<file path="config.mk">
export PLATFORM = sky130hd
export DESIGN_NAME = spi_xfer_sequencer
export DESIGN_NICKNAME = d
export VERILOG_FILES = /design/src/rtl/spi_xfer_sequencer.sv
export SDC_FILE = /design/constraint.sdc
export NUM_CORES = 1
export LEC_CHECK = 0
export BUFFER_PORTS_ARGS = -buffer_cell sky130_fd_sc_hd__buf_2
export CAP_MARGIN = 20
export CORE_MARGIN = 3
export CORE_UTILIZATION = 64
export CTS_BUF_LIST = sky130_fd_sc_hd__clkbuf_2
export DETAILED_ROUTE_END_ITERATION = 6
export HOLD_SLACK_MARGIN = 0.03
export PLACE_DENSITY = 0.88
export RECOVER_POWER = 25
export SLEW_MARGIN = 20
export SYNTH_ARGS = -nofsm -noshare
export SYNTH_HDL_FRONTEND = slang
export SYNTH_SLANG_ARGS = --single-unit
</file>
<file path="constraint.sdc">
create_clock -name clk -period 4 [get_ports clk]
set_input_delay 0.8 -clock clk [delete_from_list [all_inputs] [get_ports clk]]
set_output_delay 0.8 -clock clk [all_outputs]
set_load 0.02 [all_outputs]
</file>
<file path="src/rtl/spi_xfer_sequencer.sv">
// SPI transfer sequencer: buffers host TX words in a FIFO, launches one SPI
// master transfer per word, and collects the received words in an RX FIFO.
// A transfer only starts when the RX FIFO has room for its result.
module spi_xfer_sequencer #(
  parameter int DATA_WIDTH = 8,
  parameter int FIFO_DEPTH = 4
) (
  input  logic                          clk,
  input  logic                          rst_n,
  input  logic                          wr_valid,
  output logic                          wr_ready,
  input  logic [DATA_WIDTH-1:0]         wr_data,
  output logic                          rd_valid,
  input  logic                          rd_ready,
  output logic [DATA_WIDTH-1:0]         rd_data,
  output logic                          spi_start,
  output logic [DATA_WIDTH-1:0]         spi_tx_data,
  input  logic                          spi_busy,
  input  logic [DATA_WIDTH-1:0]         spi_rx_data,
  output logic [$clog2(FIFO_DEPTH):0]   tx_level,
  output logic [15:0]                   xfer_count,
  output logic                          seq_idle
);

  localparam int AW = $clog2(FIFO_DEPTH);
  localparam int LW = AW + 1;
  localparam logic [LW-1:0] LVL_FULL = LW'(FIFO_DEPTH);
  localparam logic [LW-1:0] LVL_ONE  = LW'(1);
  localparam logic [AW-1:0] PTR_ONE  = AW'(1);

  localparam logic [2:0] S_IDLE      = 3'd0;
  localparam logic [2:0] S_LAUNCH    = 3'd1;
  localparam logic [2:0] S_WAIT_BUSY = 3'd2;
  localparam logic [2:0] S_WAIT_DONE = 3'd3;
  localparam logic [2:0] S_CAPTURE   = 3'd4;

  logic [2:0] state, state_nxt;

  logic [DATA_WIDTH-1:0] tx_mem [FIFO_DEPTH];
  logic [AW-1:0]         tx_wptr, tx_rptr;
  logic [LW-1:0]         tx_lvl;
  logic                  tx_full, tx_empty, tx_push, tx_pop;

  logic [DATA_WIDTH-1:0] rx_mem [FIFO_DEPTH];
  logic [AW-1:0]         rx_wptr, rx_rptr;
  logic [LW-1:0]         rx_lvl;
  logic                  rx_full, rx_empty, rx_push, rx_pop;

  logic                  load;

  assign tx_full  = (tx_lvl == LVL_FULL);
  assign tx_empty = (tx_lvl == '0);
  assign rx_full  = (rx_lvl == LVL_FULL);
  assign rx_empty = (rx_lvl == '0);

  // Reserving the RX slot before launching means CAPTURE can never overflow.
  assign load    = (state == S_IDLE) && !tx_empty && !rx_full;
  assign tx_push = wr_valid && !tx_full;
  assign tx_pop  = load;
  assign rx_push = (state == S_CAPTURE) && !rx_full;
  assign rx_pop  = rd_ready && !rx_empty;

  assign wr_ready  = !tx_full;
  assign rd_valid  = !rx_empty;
  assign rd_data   = rx_mem[rx_rptr];
  assign tx_level  = tx_lvl;
  assign spi_start = (state == S_LAUNCH);
  assign seq_idle  = (state == S_IDLE);

  // TX storage write port.
  // NOTE: FIFO storage has no reset; the level counter alone defines validity.
  always_ff @(posedge clk) begin
    if (tx_push) tx_mem[tx_wptr] <= wr_data;
  end

  // TX pointers and occupancy; simultaneous push and pop leaves level unchanged.
  always_ff @(posedge clk or negedge rst_n) begin
    if (!rst_n) begin
      tx_wptr <= '0;
      tx_rptr <= '0;
      tx_lvl  <= '0;
    end else begin
      if (tx_push) tx_wptr <= tx_wptr + PTR_ONE;
      if (tx_pop)  tx_rptr <= tx_rptr + PTR_ONE;
      case ({tx_push, tx_pop})
        2'b10:   tx_lvl <= tx_lvl + LVL_ONE;
        2'b01:   tx_lvl <= tx_lvl - LVL_ONE;
        default: ;
      endcase
    end
  end

  // RX storage write port, fed from the master in CAPTURE.
  always_ff @(posedge clk) begin
    if (rx_push) rx_mem[rx_wptr] <= spi_rx_data;
  end

  // RX pointers and occupancy.
  always_ff @(posedge clk or negedge rst_n) begin
    if (!rst_n) begin
      rx_wptr <= '0;
      rx_rptr <= '0;
      rx_lvl  <= '0;
    end else begin
      if (rx_push) rx_wptr <= rx_wptr + PTR_ONE;
      if (rx_pop)  rx_rptr <= rx_rptr + PTR_ONE;
      case ({rx_push, rx_pop})
        2'b10:   rx_lvl <= rx_lvl + LVL_ONE;
        2'b01:   rx_lvl <= rx_lvl - LVL_ONE;
        default: ;
      endcase
    end
  end

  // Next-state logic for the transfer handshake with the master.
  always_comb begin
    // NOTE: assigning a default first keeps this block free of inferred latches.
    state_nxt = state;
    case (state)
      S_IDLE:      if (load) state_nxt = S_LAUNCH;
      S_LAUNCH:    state_nxt = S_WAIT_BUSY;
      S_WAIT_BUSY: if (spi_busy) state_nxt = S_WAIT_DONE;
      S_WAIT_DONE: if (!spi_busy) state_nxt = S_CAPTURE;
      S_CAPTURE:   state_nxt = S_IDLE;
      default:     state_nxt = S_IDLE;
    endcase
  end

  // State register, held word for the master, and completed-transfer counter.
  always_ff @(posedge clk or negedge rst_n) begin
    if (!rst_n) begin
      // NOTE: sequential state uses non-blocking assignments so every flop
      // samples pre-edge values regardless of statement order.
      state       <= S_IDLE;
      spi_tx_data <= '0;
      xfer_count  <= '0;
    end else begin
      state <= state_nxt;
      if (load)                 spi_tx_data <= tx_mem[tx_rptr];
      if (state == S_CAPTURE)   xfer_count  <= xfer_count + 16'd1;
    end
  end

endmodule

</file>
==> results.tsv, run 1 <==
metric	value	unit
Arrival @ worst endpoint	2.13	ns
drt pass-1 iters	4	
commonest non-fill, non-tap cell in the layout	edfxtp_1	
CTS max path bufs	2	
PwrDens	665	nW/um^2
GRT Total Usage	20.5	%
IO Port Bufs	59	
Final Skew	0.0275	ns
worst setup path category	reg2out	
synth warn	0	
WP buf/inv	1	
core footprint	6390	um^2
Register Area	2950	um^2
initial drt markers	80	
synth-to-layout area growth	11.4	%
num ports	60	
multi-input logic area	1240	um^2
# diodes	0	
Max Clk Rate	341	MHz
slowest stage delay, CP	0.80	ns
simple-gate share of the synthesized area	7.13	%
Slowest cell on crit path	dfrtp_1	
total length of routed wires	7150	um
maximum VDD drop	468	uV
CP endpoint kind	primary output	
status	finished clean	
Final setup viols	0	
cts hold-fix bufs	0	
clk root buf	clkbuf_2	
maxcap violations	0	
largest area contributor in the netlist	edfxtp_1	
WP depth	2	
largest net degree at the start of global routing	42	
Avg WL per Cell	17.9	um
Initial Utilization	66.8	%
actual slew at the worst max-slew pin	0.931	ns
fin. max-slew vios	0	
synthesized area per cell	16.9	um^2
drc violations	0	
Mapped Cells	252	
Worst-path clk slew	0.29	ns
Die Wd	87.6	um
Die Height	87.6	um
RSZ-0062 raised after global routing	no	
Syn Nets	286	
CTS resizes	0	
Yosys reg bits	105	
Final Cycle Share	73.3	%
Die ar.	7680	um^2
reg2reg path depth	7	
Final min period	2.93	ns
top cell type's share of synthesized area	45.1	%
vias per cell	5.61	
post-route ant nets	0	
row count	29	
mux cell area share after synthesis	11.3	%
CP cell instances	mux4_2, buf_2	
Slew Limit Headroom	37.9	%
worst hold path type	in2async	
clock sink total	105	
Synth Area in Compound Gates	0.821	%
Final TNS setup	0	ns
Syn Std Cell Area	4270	um^2
post-CTS setup buffer count	0	
Fin. Hold Viols	0	
sequential fraction of the synthesis area	69.1	%
total gr overflow	0	
Leakage	1.92	nW
gpl congestion	0.774	
final total power	3.16	mW
largest family of logic cells by synthesized area	multiplexers	
Fill cells	412	
layout cell share with drive strength beyond 1	27.0	%
HPWL Detailed	5160	um
Synth Area in XOR/XNOR	5.54	%
crit-path max FO	10	
nets	351	
H-tree levels	3	
cell family with the largest share of critical-path delay	flip-flops	
commonest non-fill, non-tap cells in the layout	edfxtp_1 (64), buf_2 (43), dfrtp_1 (41)	
vias in the first global route	2262	
clk_lat worst skew	0.57	ns
CTS tree	built	
first-pass GRT wire length	11500	um
Area contributors post-synth	edfxtp_1 (45%), dfrtp_1 (24%), mux4_2 (8.4%), xnor2_1 (3.7%), ha_1 (3.2%)	
Yosys cell types	32	
Via Count	2238	
CP Launch Type	flip-flop	
CTS buffer count	9	
Req. time, crit path	3.20	ns
Synth Area in Adders	4.17	%
initial antenna violation count	0	
logic make-up after synthesis:
family / Yosys count
AO/OA/AOI/OAI: 6
AND/OR/NAND/NOR: 54
multiplexers: 27
flip-flops: 105
buffers and inverters: 20
XOR/XNOR: 27
adder cells (fa/ha/maj): 13
layout make-up:
cell class	count	area share, %
clock buffer	9	0.948
clock inverter	7	1.87
inverter	14	1.11
multi-input combinational	127	26.1
sequential	105	62.0
tap	77	2.03
timing repair buffer	60	5.95
registers in the layout, summed over array words and instances (netlist names), 3 cells and up:
signal       cells
spi_tx_data      8
rx_lvl           3
tx_level         3
xfer_count      16
tx_mem          32
state            3
rx_mem          32
routing by layer:
layer / track usage, % / vias up / wire length, um
met2: 33.2 / 57 / 3750
met3: 4.23 / 15 / 333
li1: - / 1046 / -
met4: 8.93 / 0 / 146
met5: 0 / - / 0
met1: 27.4 / 1120 / 2920
stage by stage:
step	instances	setup WS [ns]	hold WS [ns]	util, %	instance area, um^2
2_1_floorplan	252	1.66	0.482	-	4270
3_3_place_gp	383	1.65	0.456	72.6	4640
3_5_place_dp	383	1.49	0.472	72.6	4640
4_1_cts	399	1.01	0.315	74.7	4770
5_1_grt	399	0.931	0.345	74.4	4750
6_report	399	1.07	0.305	74.4	4750
worst paths after layout:
kind | from | endpoint | slack (ns)
setup / recovery | rx_rptr[0]$_DFFE_PN0P_ | rd_data[7] | 1.07
hold / removal | rst_n | xfer_count[7]$_DFFE_PN0N_ | 0.30
setup reg to reg | state[1]$_DFFE_PN0P_ | rx_lvl[1]$_DFFE_PN0P_ | 1.43
hold reg to reg | xfer_count[15]$_DFFE_PN0N_ | xfer_count[15]$_DFFE_PN0N_ | 0.50
max in group asynchronous | rst_n | xfer_count[1]$_DFFE_PN0N_ | 3.10
min in group clk | spi_rx_data[6] | rx_mem[0][6]$_DFFE_PP_ | 0.47
where the power goes:
group,internal (mW),total [mW],switching [mW]
clock,0.157,0.518,0.361
sequential,1.38,1.61,0.230
combinational,0.494,1.03,0.539
total,2.03,3.16,1.13
synthesized netlist by cell type, drive strengths merged:
cell type / instances
xnor2: 18
nand2: 14
mux2: 9
dfrtp: 41
nand4bb: 1
edfxtp: 64
o21ai: 1
or3: 2
ha: 11
nand4: 4
fa: 2
and3: 5
nor4: 3
mux2i: 2
nor3b: 1
a21oi: 3
nor2b: 1
or2: 1
nor2: 7
nor3: 1
nand3: 5
xor2: 9
mux4: 16
or3b: 1
and2: 7
and3b: 1
a211oi: 2
inv: 14
buf: 6
Power figures use the tool's default switching activity.
==> run 2: changes to the inputs <==
--- a/config.mk
+++ b/config.mk
@@ -8,11 +8,11 @@
 export BUFFER_PORTS_ARGS = -buffer_cell sky130_fd_sc_hd__buf_2
 export CAP_MARGIN = 20
 export CORE_MARGIN = 3
-export CORE_UTILIZATION = 64
+export CORE_UTILIZATION = 53
 export CTS_BUF_LIST = sky130_fd_sc_hd__clkbuf_2
 export DETAILED_ROUTE_END_ITERATION = 6
 export HOLD_SLACK_MARGIN = 0.03
-export PLACE_DENSITY = 0.88
+export PLACE_DENSITY = 0.78
 export RECOVER_POWER = 25
 export SLEW_MARGIN = 20
 export SYNTH_ARGS = -nofsm -noshare
==> constraint.sdc (replaced) <==
create_clock -name clk -period 2.4 [get_ports clk]
set_input_delay 0.48 -clock clk [delete_from_list [all_inputs] [get_ports clk]]
set_output_delay 0.48 -clock clk [all_outputs]
set_load 0.02 [all_outputs]
==> run 2 against run 1 <==
Against the previous run:
- clock-buffer cell count is 1 higher
- sequential share of layout area is 1.1 points lower
- sequential power is 63% higher
- critical endpoint is now tx_level[2]$_DFFE_PN0P_
- routed wire length is 4.7% lower
==> results.tsv, run 2 (synthesis gave the netlist of run 1 again) <==
metric	value	unit
Die ar.	9160	um^2
total gr overflow	0	
fin util	62.4	%
Final TNS setup	0	ns
CP endpoint kind	flip-flop	
clk_lat worst skew	0.54	ns
Worst-path clk slew	0.28	ns
nets	358	
drt pass-1 iters	4	
vias per cell	5.21	
R2R setup slack	0.13	ns
RSZ-0062 raised after global routing	no	
drc violations	0	
status	finished clean	
Final Skew	0.0321	ns
first-pass GRT wire length	10800	um
maximum VDD drop	671	uV
Die Height	95.7	um
H-tree levels	3	
IO Port Bufs	59	
cell family with the largest share of critical-path delay	adder cells	
worst setup path category	reg2reg	
final instance area	4840	um^2
actual slew at the worst max-slew pin	0.596	ns
slowest stage delay, CP	0.50	ns
GRT Total Usage	15.9	%
r2r endpoint	tx_level[2]$_DFFE_PN0P_	
Fin. Hold Viols	0	
Post-Layout Cell Count	431	
initial drt markers	58	
total length of routed wires	6820	um
reg2reg start	state[1]$_DFFE_PN0P_	
# placed instances	413	
WP buf/inv	1	
layout cell share with drive strength beyond 1	28.9	%
Req. time, crit path	2.87	ns
vias in the first global route	2221	
largest net degree at the start of global routing	42	
# diodes	0	
DP Area	4720	um^2
reg2reg path depth	8	
gpl congestion	0.768	
clk root buf	clkbuf_2	
Final Cycle Share	94.6	%
Slew Limit Headroom	59.9	%
Slowest cell on crit path	dfrtp_2	
top flop regs	rx_mem (32), tx_mem (32), xfer_count (16)	
Leakage	1.95	nW
Initial Utilization	54.9	%
HPWL Detailed	4890	um
most frequent CP cell	xor2_1	
post-route ant nets	0	
num ports	60	
Arrival @ worst endpoint	2.74	ns
WP depth	8	
Via Count	2246	
Critical Path Sink	tx_level[2]$_DFFE_PN0P_	
CP cell instances	or3_1, a211oi_2, ha_2, inv_1, fa_1, xor2_1, nor2_1, xor2_1	
core footprint	7770	um^2
CP Launch Type	flip-flop	
synth-to-layout area growth	13.6	%
final total power	5.23	mW
commonest non-fill, non-tap cells in the layout	edfxtp_1 (64), buf_2 (43), dfrtp_1 (40)	
Final setup viols	0	
fin. max-slew vios	0	
maxcap violations	0	
CTS tree	built	
Final min period	2.27	ns
clock sink total	105	
worst hold path type	in2reg	
row count	32	
Die Wd	95.7	um
Max Clk Rate	440	MHz
Crit. Startpoint	state[1]$_DFFE_PN0P_	
Avg WL per Cell	15.8	um
CTS max path bufs	2	
commonest non-fill, non-tap cell in the layout	edfxtp_1	
crit-path max FO	5	
initial antenna violation count	0	
CTS buffer count	9	
PwrDens	1080	nW/um^2
## run 2: per-layer routing
metal | part of all wire [%] | vias to the layer above | GRT usage, %
li1 | - | 1061 | -
met1 | 44 | 1131 | 20.2
met2 | 51 | 48 | 27.0
met3 | 4.5 | 6 | 3.28
met4 | 1.0 | 0 | 6.40
met5 | 0 | - | 0
## run 2: area by class of cell
cell class	count	area (um^2)
well taps	102	128
clock inverters	6	67.6
clock buffers	10	50.0
flip-flops and latches	105	2950
repair buffers	67	354
multi-input cells	127	1240
inverters	14	52.6
fillers	614	2920
## run 2: timing repair
item	4_1_cts	5_1_grt
gates resized for setup	0	3
hold buffers	1	0
hold endpoints to repair	41	0
buffers inserted	0	1
endpoints found under the setup margin	0	4
## run 2: how the worst min path moves through the flow
stage	startpoint	end	cells after the start
after floorplan	rst_n	rx_lvl[0]$_DFFE_PN0P_	0
after global placement	rst_n	xfer_count[15]$_DFFE_PN0N_	2
after detailed placement	xfer_count[15]$_DFFE_PN0N_	xfer_count[15]$_DFFE_PN0N_	1
after CTS	wr_data[3]	tx_mem[3][3]$_DFFE_PP_	1
after global routing	wr_data[5]	tx_mem[3][5]$_DFFE_PP_	1
final	wr_data[5]	tx_mem[3][5]$_DFFE_PP_	1
## run 2: per-stage QoR
stage          hold slack, ns  worst slack [ns]
2_1_floorplan           0.184            0.0598
3_3_place_gp            0.466             0.218
3_5_place_dp            0.461             0.131
4_1_cts                 0.104            0.0488
5_1_grt                 0.130            0.0171
6_report                0.174             0.129
## run 2: power breakdown
group	total (mW)	switching [mW]	leakage, nW	internal, mW
clock network	0.798	0.549	0.0685	0.248
logic	1.81	0.949	0.780	0.863
registers	2.63	0.324	1.10	2.30
total	5.23	1.82	1.95	3.41
## run 2: worst register-to-register path, cell delays in order, from the launching register on
cell and delay [ns]:
dfrtp_2 0.50, or3_1 0.42, a211oi_2 0.22, ha_2 0.24
inv_1 0.05, fa_1 0.37, xor2_1 0.15, nor2_1 0.11
xor2_1 0.15
==> run 3: changes to the inputs <==
--- a/config.mk
+++ b/config.mk
@@ -12,7 +12,7 @@
 export CTS_BUF_LIST = sky130_fd_sc_hd__clkbuf_2
 export DETAILED_ROUTE_END_ITERATION = 6
 export HOLD_SLACK_MARGIN = 0.03
-export PLACE_DENSITY = 0.78
+export PLACE_DENSITY = 0.86
 export RECOVER_POWER = 25
 export SLEW_MARGIN = 20
 export SYNTH_ARGS = -nofsm -noshare
==> run 3 against run 2 <==
Against the previous run:
- critical path depth fell by 5
- largest cell class unchanged
- via count rose by 1.9%
- sequential power barely moved
- non-clock buffer count rose by 2
- flip-flop and latch count did not move
- register-to-register slack improved by 0.02 ns
- utilization fell by 0.32 points
- die area did not move
- design area fell by 0.52%
==> results.tsv, run 3 (synthesis gave the netlist of run 1 again) <==
metric	value	unit
initial drt markers	34	
Final min period	2.27	ns
num ports	60	
Final setup viols	0	
Switching Share	35.3	%
Req. time, crit path	1.92	ns
# diodes	0	
total length of routed wires	6900	um
Die ar.	9160	um^2
clk_lat worst skew	0.52	ns
vias in the first global route	2293	
clk root buf	clkbuf_2	
Die Wd	95.7	um
drc violations	0	
final total power	5.12	mW
worst hold path type	in2reg	
clock sink total	105	
first-pass GRT wire length	11200	um
Leakage	1.95	nW
DP Area	4710	um^2
Max Clk Rate	441	MHz
layout cell share with drive strength beyond 1	29.3	%
combinational share of power	35.3	%
Slowest cell on crit path	mux4_2	
WHS Path Cells	1	
actual slew at the worst max-slew pin	0.580	ns
Critical Path Sink	rd_data[4]	
largest net degree at the start of global routing	25	
Worst-path clk slew	0.26	ns
total gr overflow	0	
post-route ant nets	0	
status	finished clean	
CP cell instances	buf_4, mux4_2, buf_2	
row count	32	
CTS tree	built	
slowest stage delay, CP	0.53	ns
Int Pwr	3.31	mW
maxcap violations	0	
Fill cells	590	
IO Port Bufs	59	
WP depth	3	
CP endpoint kind	primary output	
r2r endpoint	tx_level[2]$_DFFE_PN0P_	
Fin. Hold Viols	0	
H-tree levels	3	
clock power share	13.5	%
commonest non-fill, non-tap cells in the layout	edfxtp_1 (64), buf_2 (43), dfrtp_1 (39)	
worst setup path category	reg2out	
reg2reg path depth	8	
final instance area	4820	um^2
# placed instances	413	
CTS max path bufs	2	
cell family with the largest share of critical-path delay	multiplexers	
Reg power frac	51.2	%
Sw Pwr	1.81	mW
fin util	62.0	%
top flop regs	rx_mem (32), tx_mem (32), xfer_count (16)	
fin. max-slew vios	0	
commonest non-fill, non-tap cell in the layout	edfxtp_1	
Post-Layout Cell Count	433	
vias per cell	5.28	
nets	360	
Arrival @ worst endpoint	1.79	ns
initial antenna violation count	0	
WP buf/inv	2	
HPWL Detailed	4850	um
core footprint	7770	um^2
hold_sp	wr_data[0]	
Final Cycle Share	94.4	%
CTS buffer count	9	
R2R setup slack	0.15	ns
Avg WL per Cell	15.9	um
Slew Limit Headroom	61.4	%
synth-to-layout area growth	13.0	%
Crit. Startpoint	rx_rptr[0]$_DFFE_PN0P_	
drt pass-1 iters	4	
Initial Utilization	54.9	%
crit-path max FO	10	
gpl congestion	0.774	
reg2reg start	state[1]$_DFFE_PN0P_	
maximum VDD drop	588	uV
Via Count	2288	
GRT Total Usage	16.5	%
Final Skew	0.0406	ns
PwrDens	1060	nW/um^2
CP Launch Type	flip-flop	
Die Height	95.7	um
-- run 3: final cells by class --
class	count	area [um^2]	share of cell area, %
clock buffer	10	50.0	1.04
clock inverter	6	45.0	0.935
inverter	14	52.6	1.09
multi-input combinational	127	1240	25.7
sequential	105	2950	61.2
tap	102	128	2.65
timing repair buffer	69	353	7.32
-- run 3: through the flow --
| stage | setup TNS, ns | worst slack [ns] | hold WS [ns] |
|---|---|---|---|
| floorplan | 0 | 0.0598 | 0.184 |
| global route | -0.00241 | -0.00241 | 0.128 |
| global placement | 0 | 0.220 | 0.462 |
| CTS | 0 | 0.0822 | 0.112 |
| detailed placement | 0 | 0.168 | 0.464 |
| finish | 0 | 0.133 | 0.202 |
-- run 3: worst reg2reg max path, delay by kind of cell, from the launching register on --
family	cells	cell delay [ns]
XOR/XNOR	2	0.31
AO/OA/AOI/OAI	1	0.24
buffers and inverters	1	0.06
AND/OR/NAND/NOR	2	0.52
adder cells (fa/ha/maj)	2	0.59
flip-flops	1	0.48
-- run 3: how the worst min path moves through the flow --
stage / to / slack, ns
floorplan: rx_lvl[0]$_DFFE_PN0P_ / 0.18
global placement: xfer_count[15]$_DFFE_PN0N_ / 0.46
detailed placement: xfer_count[15]$_DFFE_PN0N_ / 0.46
CTS: rx_mem[0][6]$_DFFE_PP_ / 0.11
global route: rx_mem[0][7]$_DFFE_PP_ / 0.13
finish: tx_mem[0][0]$_DFFE_PP_ / 0.20
-- run 3: timing repair --
item / 4_1_cts / 5_1_grt
setup buffers: 0 / 3
setup endpoints to repair: 0 / 1
hold buffers: 1 / 0
gates resized for setup: 0 / 2
endpoints found under the hold margin: 22 / 0
-- run 3: power by group through the flow --
stage	clock network [mW]	logic [mW]	registers, mW
after floorplan	0	1.25	2.66
after global placement	0	1.72	2.65
after detailed placement	0	1.79	2.68
after CTS	0.719	1.80	2.64
after global routing	0.786	1.99	2.69
final	0.690	1.81	2.62
-- run 3: metal layers --
metal / global-route usage [%] / routed length, um
met3: 3.28 / 276
met4: 5.69 / 99
met1: 21.6 / 2960
met5: 0 / 0
met2: 27.6 / 3560
